===== config.mk =====
export PLATFORM = sky130hd
export DESIGN_NAME = bcd_seg_scanner
export DESIGN_NICKNAME = d
export VERILOG_FILES = /design/src/rtl/bcd_seg_scanner.sv
export SDC_FILE = /design/constraint.sdc
export NUM_CORES = 1
export LEC_CHECK = 0
export ABC_AREA = 1
export BUFFER_PORTS_ARGS = -buffer_cell sky130_fd_sc_hd__buf_4
export CORE_MARGIN = 5
export CORE_UTILIZATION = 30
export CTS_BUF_LIST = sky130_fd_sc_hd__clkbuf_4 sky130_fd_sc_hd__clkbuf_8
export CTS_CLUSTER_SIZE = 10
export DETAILED_ROUTE_END_ITERATION = 7
export SYNTH_ARGS = -nofsm -noshare
export SYNTH_HDL_FRONTEND = slang
export SYNTH_SLANG_ARGS = --single-unit

===== constraint.sdc =====
create_clock -name clk -period 1.6 [get_ports clk]
set_clock_uncertainty 0.1 [all_clocks]
set_input_delay 0 -clock clk [delete_from_list [all_inputs] [get_ports clk]]
set_output_delay 0 -clock clk [all_outputs]
set_load 0.05 [all_outputs]

===== src/rtl/bcd_seg_scanner.sv =====
// Four-digit multiplexed BCD display driver: snapshots a packed BCD value and
// scans it onto active-low digit enables and seven-segment outputs.
module bcd_seg_scanner #(
    parameter int SCAN_DIV = 4
) (
    input  logic        clk,
    input  logic        reset,
    input  logic [15:0] q,
    input  logic        load,
    input  logic        lzb,
    output logic [3:0]  an,
    output logic [6:0]  seg,
    output logic        scan_tick
);

    localparam logic [15:0] LAST = 16'(SCAN_DIV - 1);

    logic [15:0] snapshot;
    logic [15:0] prescaler;
    logic [1:0]  index;
    logic        tick;
    logic [3:0]  nibble;
    logic        d3_zero;
    logic        d2_zero;
    logic        d1_zero;
    logic        blank;
    logic [6:0]  pattern;
    logic [3:0]  an_next;

    assign tick    = (prescaler == LAST);
    assign nibble  = snapshot[{index, 2'b00} +: 4];
    assign d3_zero = (snapshot[15:12] == 4'd0);
    assign d2_zero = (snapshot[11:8] == 4'd0);
    assign d1_zero = (snapshot[7:4] == 4'd0);
    assign an_next = ~(4'b0001 << index);

    // A digit is blanked only when it and every more significant digit are zero.
    always_comb begin
        blank = 1'b0;
        if (lzb) begin
            case (index)
                2'd3:    blank = d3_zero;
                2'd2:    blank = d3_zero && d2_zero;
                2'd1:    blank = d3_zero && d2_zero && d1_zero;
                default: blank = 1'b0;
            endcase
        end
    end

    always_comb begin
        pattern = 7'b0111111;
        case (nibble)
            4'd0:    pattern = 7'b1000000;
            4'd1:    pattern = 7'b1111001;
            4'd2:    pattern = 7'b0100100;
            4'd3:    pattern = 7'b0110000;
            4'd4:    pattern = 7'b0011001;
            4'd5:    pattern = 7'b0010010;
            4'd6:    pattern = 7'b0000010;
            4'd7:    pattern = 7'b1111000;
            4'd8:    pattern = 7'b0000000;
            4'd9:    pattern = 7'b0010000;
            default: pattern = 7'b0111111;
        endcase
        if (blank) begin
            pattern = 7'b1111111;
        end
    end

    // Outputs are registered from the pre-edge index/snapshot/tick, giving one cycle of latency.
    always_ff @(posedge clk) begin
        if (reset) begin
            snapshot  <= 16'd0;
            prescaler <= 16'd0;
            index     <= 2'd0;
            an        <= 4'b1111;
            seg       <= 7'b1111111;
            scan_tick <= 1'b0;
        end else begin
            if (load) begin
                snapshot <= q;
            end
            if (tick) begin
                prescaler <= 16'd0;
                index     <= index + 2'd1;
            end else begin
                prescaler <= prescaler + 16'd1;
            end
            an        <= an_next;
            seg       <= pattern;
            scan_tick <= tick;
        end
    end

endmodule


==> impl_metrics.ini, run 1 <==
[route]
drc = 0
post_drt_wl_per_cell_um = 10.8
via_count = 2057
routed_via_density = 4.36
drt_first_pass_iters = 4
ant_nets = 0
drtIter0Drc = 58
wirelength_mm = 5.09

[power]
combPwrFrac_pct = 22.7
p_sw_share_pct = 28.7
p_leak_nw = 1.36
p_seq_share_pct = 48.4
vdd_drop_max_v = 0.000433
p_int_w = 0.00184
clkPwrFrac_pct = 28.9
power_switching_w = 0.000740
power_density_mw_per_mm2 = 808

[clocking]
path_clk_slew_ns = 0.08
htreeDepth = 2
clock_latency_ns = 0.29
clock_sinks = 46
cts-root-buf = clkbuf_8
cts_tree = yes
clockBufferDepth = 2
cts_made_buffers = 5

[synth]
synth-edff-count = 0
ys.flop_type = dfxtp_1
avgSynthCellArea_um2 = 7.50
syn-cell-area_mm2 = 0.00220
synth_most_common_cell = nand2_1
synth_largest_area_cell = dfxtp_1
ys_top_cells_by_area = dfxtp_1 42%, nand2_1 9.7%, nor2_1 8.9%
seq_area_frac_synth_pct = 41.9
ys_types = 30
netlist_instances = 293
yosysWarningCount = 0
synthArstFlopShare_pct = 0
synthTopCellsByCount = 57 x nand2_1, 52 x nor2_1, 46 x dfxtp_1
synth-seq-cells = 46
synth_top_cell_area_share_pct = 41.9
syn_nets = 324

[timing]
slew_headroom_pct = 78.5
hold_viol_final = 0
finalCriticalPeriod_ns = 1.59
finalSetupViolCount = 0
fmax_ghz = 0.629
tns_ns = 0
fin_crit_sh_pct = 99.3
drv_slew = 0
whs_ns = 0.0391
worst_pin_slew_ns = 0.320
rsz0062_at_grt = yes

[final_layout]
area_delta_synth_final_pct = 45.0
post-route-cell-area_mm2 = 0.00319
diodes = 0
final_core_util_pct = 44.4
drive_gt1_share_pct = 27.9
nets = 403

[place]
port_buffers = 31
gp_congestion = 0.854
dp_hpwl_mm = 3.55
place_area_mm2 = 0.00262

[global_route]
grt_remaining_overflow = 0
grt_max_degree = 16
grt_pass1_wl_mm = 8.72
grt_pass1_vias = 2006
grtUsageTotal_pct = 12.0
antenna_found_initial = 0

[floorplanning]
core_area_mm2 = 0.00718
initial_core_util_pct = 30.6
rows = 31
die_h_um = 95.6
dieArea_mm2 = 0.00914
ios = 32
die_w_um = 95.6

[critical_path]
r2r-start = index[0]$_SDFFE_PP0P_
end_kind = flip-flop
regToRegEndpoint = seg[0]$_SDFF_PP1_
startpoint_type = flip-flop
cp.arrival_ns = 1.68
crit_type = reg -> reg
startpoint = index[0]$_SDFFE_PP0P_
worstPathMaxFanout = 4
r2r_slack_ns = 0.01
worstPathRequired_ns = 1.69
crit_end = seg[0]$_SDFF_PP1_
ff2ff_path_depth = 13

[min_path]
hold_class = in -> reg

[job]
timing.max_cap.violations = 0

[status]
status = finished clean
-- registers in the layout, summed over array words and instances, names as in the netlist --
name / count
an: 4
seg: 7
scan_tick: 1
prescaler: 16
snapshot: 16
index: 2
-- layer usage --
metal / up-vias / share of wire, % / track usage, %
met4: 0 / 1.5 / 4.74
met5: - / 0 / 0
met3: 4 / 5.4 / 2.76
li1: 1086 / - / -
met2: 49 / 45 / 18.8
met1: 918 / 48 / 16.0
-- how the worst min path moves through the flow --
stage / depth (start not counted) / start / end / slack (ns)
floorplan: 1 / reset / scan_tick$_SDFF_PP0_ / -0.004
global placement: 3 / q[7] / snapshot[7]$_SDFFE_PP0P_ / 0.12
detailed placement: 3 / q[11] / snapshot[11]$_SDFFE_PP0P_ / 0.13
finish: 4 / reset / index[0]$_SDFFE_PP0P_ / 0.04
CTS: 4 / reset / index[0]$_SDFFE_PP0P_ / 0.04
global route: 4 / reset / index[1]$_SDFFE_PP0P_ / 0.08
-- per-stage QoR --
| stage | setup WS, ns | std cells | power [W] |
|---|---|---|---|
| 6_report | 0.0113 | 472 | 0.00258 |
| 3_3_place_gp | -0.00906 | 429 | 0.00173 |
| 4_1_cts | 0.000702 | 470 | 0.00255 |
| 2_1_floorplan | 0.00233 | 293 | 0.00158 |
| 3_5_place_dp | -0.0624 | 429 | 0.00173 |
| 5_1_grt | -0.0988 | 472 | 0.00274 |
-- critical path, stage by stage, from the launching register on --
cell,delay (ns)
dfxtp_4,0.37
buf_6,0.12
nand2_2,0.06
o21ai_2,0.05
nand2_1,0.07
nand2_2,0.08
buf_6,0.13
ha_2,0.16
inv_1,0.06
nand2_2,0.07
nand3_2,0.08
nand2_1,0.06
inv_1,0.04
nand2_1,0.04
-- cells by family after synthesis --
family | count (synthesis) | share of synthesized area [%]
buffers and inverters | 34 | 6.43
AOI/OAI and AO/OA | 33 | 7.63
and+or+nand+nor | 162 | 35.0
DFF | 46 | 41.9
xor gates and xnor gates | 7 | 2.79
adders and majority gates | 11 | 6.26
-- placed cells by master (no fill, tap or decap), types with 5 or more instances in the layout --
master         instances
nand2_1               52
nor2_1                51
dfxtp_1               44
buf_4                 43
dlygate4sd3_1         32
inv_1                 20
o21ai_0               19
nand3_1               15
nand2_2               14
a21oi_1                9
xor2_1                 6
ha_1                   6
clkbuf_8               6
inv_2                  5
nand3_2                5
nand4_1                5
-- power groups by stage --
| stage | combinational, W | clock, W | sequential, W |
|---|---|---|---|
| after CTS | 0.000530 | 0.000771 | 0.00125 |
| after global placement | 0.000452 | 0 | 0.00128 |
| after global routing | 0.000642 | 0.000837 | 0.00126 |
| final | 0.000584 | 0.000745 | 0.00125 |
| after detailed placement | 0.000456 | 0 | 0.00128 |
| after floorplan | 0.000214 | 0 | 0.00136 |
-- repair_timing --
action	CTS	global route
buffers inserted	1	2
endpoints found under the setup margin	5	8
pin swaps	1	12
gates resized for setup	3	33
hold endpoints to repair	28	0
hold buffers	32	0
-- cell type report --
type / count / area [um2]
timing repair buffer: 78 / 677
inverter: 28 / 110
clock buffer: 7 / 90.1
multi-input combinational: 213 / 1250
fill: 712 / 3990
clock inverter: 1 / 5.00
tap: 99 / 124
sequential: 46 / 926
No activity file was read; power rests on OpenSTA's default activity.
==> run 2, diff against run 1 <==
CTS_BUF_LIST = not set   (was sky130_fd_sc_hd__clkbuf_4 sky130_fd_sc_hd__clkbuf_8)
==> run 2 against run 1 <==
- wire length up 0.12%
- die area did not move
- first-iteration DRC count is the same
- highest routed layer unchanged
- combinational power barely moved
- global-route usage unchanged
- critical path depth stayed put
- clock power is 3% lower
- clock-buffer cell count stayed put
- utilization is 0.052 points lower
- hold slack hardly changed
- sequential power is essentially flat
- design area shrank 0.12%
==> impl_metrics.ini, run 2 (synthesis gave the netlist of run 1 again) <==
[power]
p_int_w = 0.00182
clkPwrFrac_pct = 28.4
p_leak_nw = 1.35
power_density_mw_per_mm2 = 803
power_switching_w = 0.000739
combPwrFrac_pct = 22.8
vdd_drop_max_v = 0.000433
p_sw_share_pct = 28.9
p_seq_share_pct = 48.8

[route]
drtIter0Drc = 58
drt_first_pass_iters = 4
post_drt_wl_per_cell_um = 10.8
wirelength_mm = 5.10
drc = 0
via_count = 2053
ant_nets = 0
routed_via_density = 4.35

[final_layout]
final_core_util_pct = 44.4
largestRegisters = prescaler x16, snapshot x16, seg x7
regArea_um2 = 926
diodes = 0
nets = 403
nFillCells = 714
drive_gt1_share_pct = 27.6
final_common_cell = nand2_1
area_delta_synth_final_pct = 44.8
multi_input_area_mm2 = 0.00125
mostFrequentLayoutCells = 52 x nand2_1, 51 x nor2_1, 44 x dfxtp_1, 43 x buf_4, 32 x dlygate4sd3_1

[place]
dp_hpwl_mm = 3.55
port_buffers = 31
gp_congestion = 0.854

[global_route]
grt_pass1_vias = 2006
grtUsageTotal_pct = 12.0
grt_max_degree = 16
grt_remaining_overflow = 0
grt_pass1_wl_mm = 8.72
antenna_found_initial = 0

[critical_path]
critical_path.cell_chain = buf_6, nand2_2, o21ai_2, nand2_1, nand2_2, buf_6, ha_2, inv_1, nand2_2, nand3_2, nand2_1, inv_1, nand2_1
r2r-start = index[0]$_SDFFE_PP0P_
startpoint = index[0]$_SDFFE_PP0P_
ff2ff_path_depth = 13
worstPathRequired_ns = 1.69
end_kind = flip-flop
cp.arrival_ns = 1.68
startpoint_type = flip-flop
r2r_slack_ns = 0.01
max_stage_delay_ns = 0.37
worstPathMaxFanout = 4
regToRegEndpoint = seg[0]$_SDFF_PP1_
crit_path_top_delay_cell = dfxtp_4
crit_type = reg -> reg

[min_path]
hold_start = reset
worstHoldEndpoint = index[0]$_SDFFE_PP0P_
hold_depth = 4
hold_class = in -> reg

[clocking]
cts_tree = yes
cts-root-buf = clkbuf_8
path_clk_slew_ns = 0.08
htreeDepth = 2
clock_sinks = 46
cts_made_buffers = 5
clockBufferDepth = 2
clock_latency_ns = 0.29

[timing]
worst_pin_slew_ns = 0.320
finalCriticalPeriod_ns = 1.59
drv_slew = 0
hold_viol_final = 0
tns_ns = 0
rsz0062_at_grt = yes
fin_crit_sh_pct = 99.3
slew_headroom_pct = 78.5
finalSetupViolCount = 0
fmax_ghz = 0.629

[floorplanning]
dieArea_mm2 = 0.00914
die_h_um = 95.6
rows = 31
ios = 32
initial_core_util_pct = 30.6
die_w_um = 95.6
core_area_mm2 = 0.00718

[status]
status = finished clean

[job]
timing.max_cap.violations = 0
-- run 2: layout make-up --
class                           instances  share of cell area (%)
Inverter                               28                    3.46
Multi-Input combinational cell        213                    39.4
Timing Repair Buffer                   78                    21.3
Clock buffer                            7                    2.71
Clock inverter                          1                   0.157
Tap cell                               99                    3.89
Sequential cell                        46                    29.1
-- run 2: worst max path at each step --
stage	to	slack (ns)	cells past startpoint
finish	seg[0]$_SDFF_PP1_	0.01	13
floorplan	seg[3]$_SDFF_PP1_	0.002	11
global placement	seg[5]$_SDFF_PP1_	-0.009	12
detailed placement	seg[6]$_SDFF_PP1_	-0.06	8
global route	seg[5]$_SDFF_PP1_	-0.1	9
CTS	seg[3]$_SDFF_PP1_	0.0007	10
-- run 2: critical path, delay by kind of cell, from the launching register on --
kind,cells,cell delay [ns]
flops,1,0.37
compound gates,1,0.05
buf+inv,4,0.35
simple gates,7,0.46
fa+ha+maj,1,0.16
-- run 2: power groups by stage --
stage                     Clock, W  Sequential, W  Combinational (W)
after floorplan                  0        0.00136           0.000214
after global placement           0        0.00128           0.000452
after detailed placement         0        0.00128           0.000456
after CTS                 0.000754        0.00125           0.000530
after global routing      0.000820        0.00126           0.000642
final                     0.000726        0.00125           0.000584
-- run 2: timing repair --
| item | in CTS | in global routing |
|---|---|---|
| pin swaps | 1 | 12 |
| endpoints found under the setup margin | 5 | 8 |
| hold buffers | 32 | 0 |
| gates resized for setup | 3 | 33 |
| buffers inserted | 1 | 2 |
| hold endpoints to repair | 28 | 0 |
-- run 2: stage by stage --
step	std cells	setup WS [ns]	area [um2]	power [W]	hold WS, ns
6_report	472	0.0113	3180	0.00256	0.0390
5_1_grt	472	-0.0988	3180	0.00272	0.0830
4_1_cts	470	0.000702	3040	0.00253	0.0442
3_5_place_dp	429	-0.0624	2620	0.00173	0.126
3_3_place_gp	429	-0.00906	2620	0.00173	0.123
2_1_floorplan	293	0.00233	2210	0.00158	-0.00434
-- run 2: layer usage --
| layer | global-route usage [%] | vias to the layer above | share of wire (%) |
|---|---|---|---|
| met1 | 16.0 | 919 | 48 |
| met5 | 0 | - | 0 |
| li1 | - | 1087 | - |
| met3 | 2.76 | 4 | 5.2 |
| met2 | 18.8 | 43 | 45 |
| met4 | 4.74 | 0 | 1.5 |
